--- src/rtl/debounce4.sv ---
// Four independent debounce channels: 2-flop synchronizer, stability counter, registered level.
// Optional rising-edge pulse outputs e0..e3 enabled by macro DEBOUNCE4_EDGE_EN.
module debounce4 #(
  parameter int unsigned N_CYCLES = 12000,
  parameter int unsigned CNT_W    = 14
) (
  input  logic clk,
  input  logic rst,
  input  logic x0,
  input  logic x1,
  input  logic x2,
  input  logic x3,
  output logic z0,
  output logic z1,
  output logic z2,
  output logic z3,
  output logic e0,
  output logic e1,
  output logic e2,
  output logic e3
);

  localparam int unsigned N_CH = 4;
  localparam logic [CNT_W-1:0] CNT_MAX = CNT_W'(N_CYCLES - 1);

  logic [N_CH-1:0] w_x;
  logic [N_CH-1:0] w_z;
  logic [N_CH-1:0] w_e;

  assign w_x = {x3, x2, x1, x0};

  for (genvar i = 0; i < N_CH; i++) begin : g_ch
    logic             r_s1;
    logic             r_s2;
    logic             r_z;
    logic [CNT_W-1:0] r_cnt;
    logic [CNT_W-1:0] w_cnt_nxt;
    logic             w_z_nxt;

    // Counter clears whenever the synchronized input agrees with the output,
    // so any single agreeing cycle restarts the stability window.
    always_comb begin
      w_cnt_nxt = '0;
      w_z_nxt   = r_z;
      if (r_s2 != r_z) begin
        if (r_cnt == CNT_MAX) begin
          w_z_nxt = r_s2;
        end else begin
          w_cnt_nxt = r_cnt + CNT_W'(1);
        end
      end
    end

    always_ff @(posedge clk or posedge rst) begin
      if (rst) begin
        r_s1  <= 1'b0;
        r_s2  <= 1'b0;
        r_cnt <= '0;
        r_z   <= 1'b0;
      end else begin
        r_s1  <= w_x[i];
        r_s2  <= r_s1;
        r_cnt <= w_cnt_nxt;
        r_z   <= w_z_nxt;
      end
    end

    assign w_z[i] = r_z;

`ifdef DEBOUNCE4_EDGE_EN
    logic r_e;

    // Pulse is set on the same edge that raises z, so it is high exactly while z first reads 1.
    always_ff @(posedge clk or posedge rst) begin
      if (rst) begin
        r_e <= 1'b0;
      end else begin
        r_e <= w_z_nxt & ~r_z;
      end
    end

    assign w_e[i] = r_e;
`else
    assign w_e[i] = 1'b0;
`endif
  end

  assign {z3, z2, z1, z0} = w_z;
  assign {e3, e2, e1, e0} = w_e;

endmodule

--- config.mk ---
export PLATFORM = sky130hd
export DESIGN_NAME = debounce4
export DESIGN_NICKNAME = d
export VERILOG_FILES = /design/src/rtl/debounce4.sv
export SDC_FILE = /design/constraint.sdc
export NUM_CORES = 1
export LEC_CHECK = 0
export CAP_MARGIN = 20
export CELL_PAD_IN_SITES_DETAIL_PLACEMENT = 2
export CELL_PAD_IN_SITES_GLOBAL_PLACEMENT = 2
export CORE_ASPECT_RATIO = 0.8
export CORE_MARGIN = 10
export CORE_UTILIZATION = 42
export DETAILED_ROUTE_END_ITERATION = 12
export PLACE_DENSITY = 0.82
export SLEW_MARGIN = 10
export SYNTH_ARGS = -nofsm -noshare
export SYNTH_HDL_FRONTEND = slang
export SYNTH_SLANG_ARGS = --single-unit
--- constraint.sdc ---
create_clock -name clk -period 4.9 [get_ports clk]
set_input_delay 1.47 -clock clk [delete_from_list [all_inputs] [get_ports clk]]
set_output_delay 1.47 -clock clk [all_outputs]
set_load 0.05 [all_outputs]
==> flow_summary.ini <==
[setup_path]
timing.critical_path.buf_inv = 1
critPathMaxStageDelay_ps = 830
cp-end-kind = output port
cp-start-kind = register
cp_cell_sequence = clkdlybuf4s50_1
crit_fanout = 3
crit_arrival_ps = 1560
cp.required_ps = 3430
path_class = register to output port
cpLargestDelayFamily = buffers and inverters
slowest_stage = clkdlybuf4s50_1

[yosys]
ys_ff_latch = 68
syn_area_um2 = 3166
synth_flop_cell = dfrtp_1
yosysUniqueCellTypes = 27
synthCells = 307
synth_warnings = 0
syn_area_per_cell_um2 = 10.31
async_reset_ff_share_pct = 100.0
yosysSeqAreaShare_pct = 53.75
synth_edf_count = 0

[detailed_routing]
wl_mm = 7.203
drtIter0Drc = 74
firstDrtPassIters = 4
final_antenna_net_count = 0
drc = 0
vias = 2216
via_per_inst = 5.314
avgRoutedWirePerCell_um = 17.27

[clock_network]
clkSinkCount = 68
cts-root-buf = clkbuf_8
clockBufferDepth = 2
clk_pin_slew_ps = 70
clk_latency_ps = 340
cts-resized-gates = 0
post_cts_buffers = 0
numCtsBuffers = 9
holdBufCountCts = 0
htree_levels = 3
cts_tree = built

[timing]
max_freq_ghz = 0.3301
worst_pin_slew_ps = 615.3
finalSetupViolations = 0
hold_viol_final = 0
rsz0062_at_grt = no
finalClockSkew_ps = 5.271
period_share_pct = 61.83
slew_headroom_pct = 58.92
finalSetupTns_ps = 0
drv_slew = 0
finalCriticalPeriod_ps = 3030

[finish]
layout_common_cells = 68 x dfrtp_1, 64 x nor2_1, 38 x xnor2_1, 21 x nand3_1
area_growth_pct = 10.67
antenna_cells = 0
finalNetCount = 337
drive_above_1_share_pct = 7.339
final_common_cell = dfrtp_1
fin_util_pct = 47.62

[floorplan]
start_util_pct = 43.03
rows = 28
ios = 14
dieHeight_um = 97.65
fp.dieW_um = 117.1
core_area_um2 = 7357
die-area_um2 = 11430

[place]
io_buffers = 9
gp_congestion = 0.7369
dp_hpwl_mm = 5.146

[power_and_ir_drop]
powerDensity_nw_per_um2 = 298.0
power_w = 0.001044
irDropWorstVdd_uv = 149.8
power.leakage_nw = 1.430

[grt]
grt_pass1_wl_mm = 12.59
grt_pass1_vias = 2427
antenna_found_initial = 0
grt_use_total_pct = 13.92
grt_max_degree = 30
overflow = 0

[run_status]
status = finished, final reports clean

[job]
drv_cap = 0

[worst_hold_path]
hold_class = register to register
==> path summary, 6_finish.rpt <==
path,startpoint,to,slack [ps],cells past startpoint
max,z1$_DFFE_PP0P_,z1,1870,1
min,g_ch[1].r_s1$_DFF_PP0_,g_ch[1].r_s2$_DFF_PP0_,350,0
max reg2reg,g_ch[2].r_cnt[0]$_DFF_PP0_,g_ch[2].r_cnt[12]$_DFF_PP0_,2790,5
min reg2reg,g_ch[1].r_s1$_DFF_PP0_,g_ch[1].r_s2$_DFF_PP0_,350,0
max in group asynchronous,rst,g_ch[3].r_cnt[8]$_DFF_PP0_,2620,3
min in group asynchronous,rst,g_ch[2].r_cnt[4]$_DFF_PP0_,1530,2
==> cell families after synthesis <==
family / count (synthesis) / synth area share [%]
fa+ha+maj: 8 / 3.162
flops: 68 / 53.75
mux: 4 / 1.423
other cells: 1 / 0.1185
simple gates: 152 / 23.56
buf+inv: 21 / 3.320
xor+xnor: 52 / 14.39
compound gates: 1 / 0.2767
==> flip-flops by register name, summed over array words and instances (netlist names) <==
signal and flops:
g_ch.r_cnt 56, g_ch.r_s1 4, g_ch.r_s2 4, z0 1, z1 1, z2 1
z3 1
==> metal layers <==
metal | routed length (um) | up-vias | track usage [%] | share of wire (%)
li1 | - | 1057 | - | -
met1 | 3322 | 1126 | 17.56 | 46
met2 | 3562 | 24 | 21.73 | 49
met3 | 235 | 9 | 4.691 | 3.3
met4 | 82 | 0 | 4.459 | 1.1
met5 | 0 | - | 0 | 0
==> stage by stage <==
stage | cell area, um2 | hold slack, ps | cells | setup slack [ps]
finish | 3503 | 352.0 | 417 | 1870
global route | 3503 | 369.6 | 417 | 1797
CTS | 3503 | 355.7 | 417 | 1843
detailed placement | 3334 | 341.0 | 402 | 2163
global placement | 3334 | 333.4 | 402 | 2212
floorplan | 3177 | 331.2 | 310 | 1718
==> area by class of cell <==
class / count / area, um2
Clock inverter: 2 / 10.01
Multi-Input combinational cell: 221 / 1370
Fill cell: 781 / 3854
Sequential cell: 68 / 1702
Clock buffer: 13 / 158.9
Timing Repair Buffer: 11 / 105.1
Inverter: 12 / 45.04
Tap cell: 90 / 112.6
==> synthesized netlist by cell type, drive strengths merged, types with 4 or more instances <==
cell,n,share of area [%]
nor2,64,7.6
ha,8,3.2
buf,8,1.8
nand2,14,1.7
nand3,21,3.3
xor2,14,3.9
nand4,14,2.8
dfrtp,68,54
xnor2,38,11
mux2,4,1.4
nor3,13,2.1
inv,12,1.4
nor4,14,3.0
==> power breakdown <==
part	switching (W)	internal, W	leakage, nW	total (W)
logic	0.0000349	0.0000153	0.419	0.0000502
clock network	0.000200	0.000207	0.0893	0.000407
registers	0.0000139	0.000573	0.922	0.000586
total	0.000249	0.000795	1.43	0.00104
(Power assumes the default switching activity.)
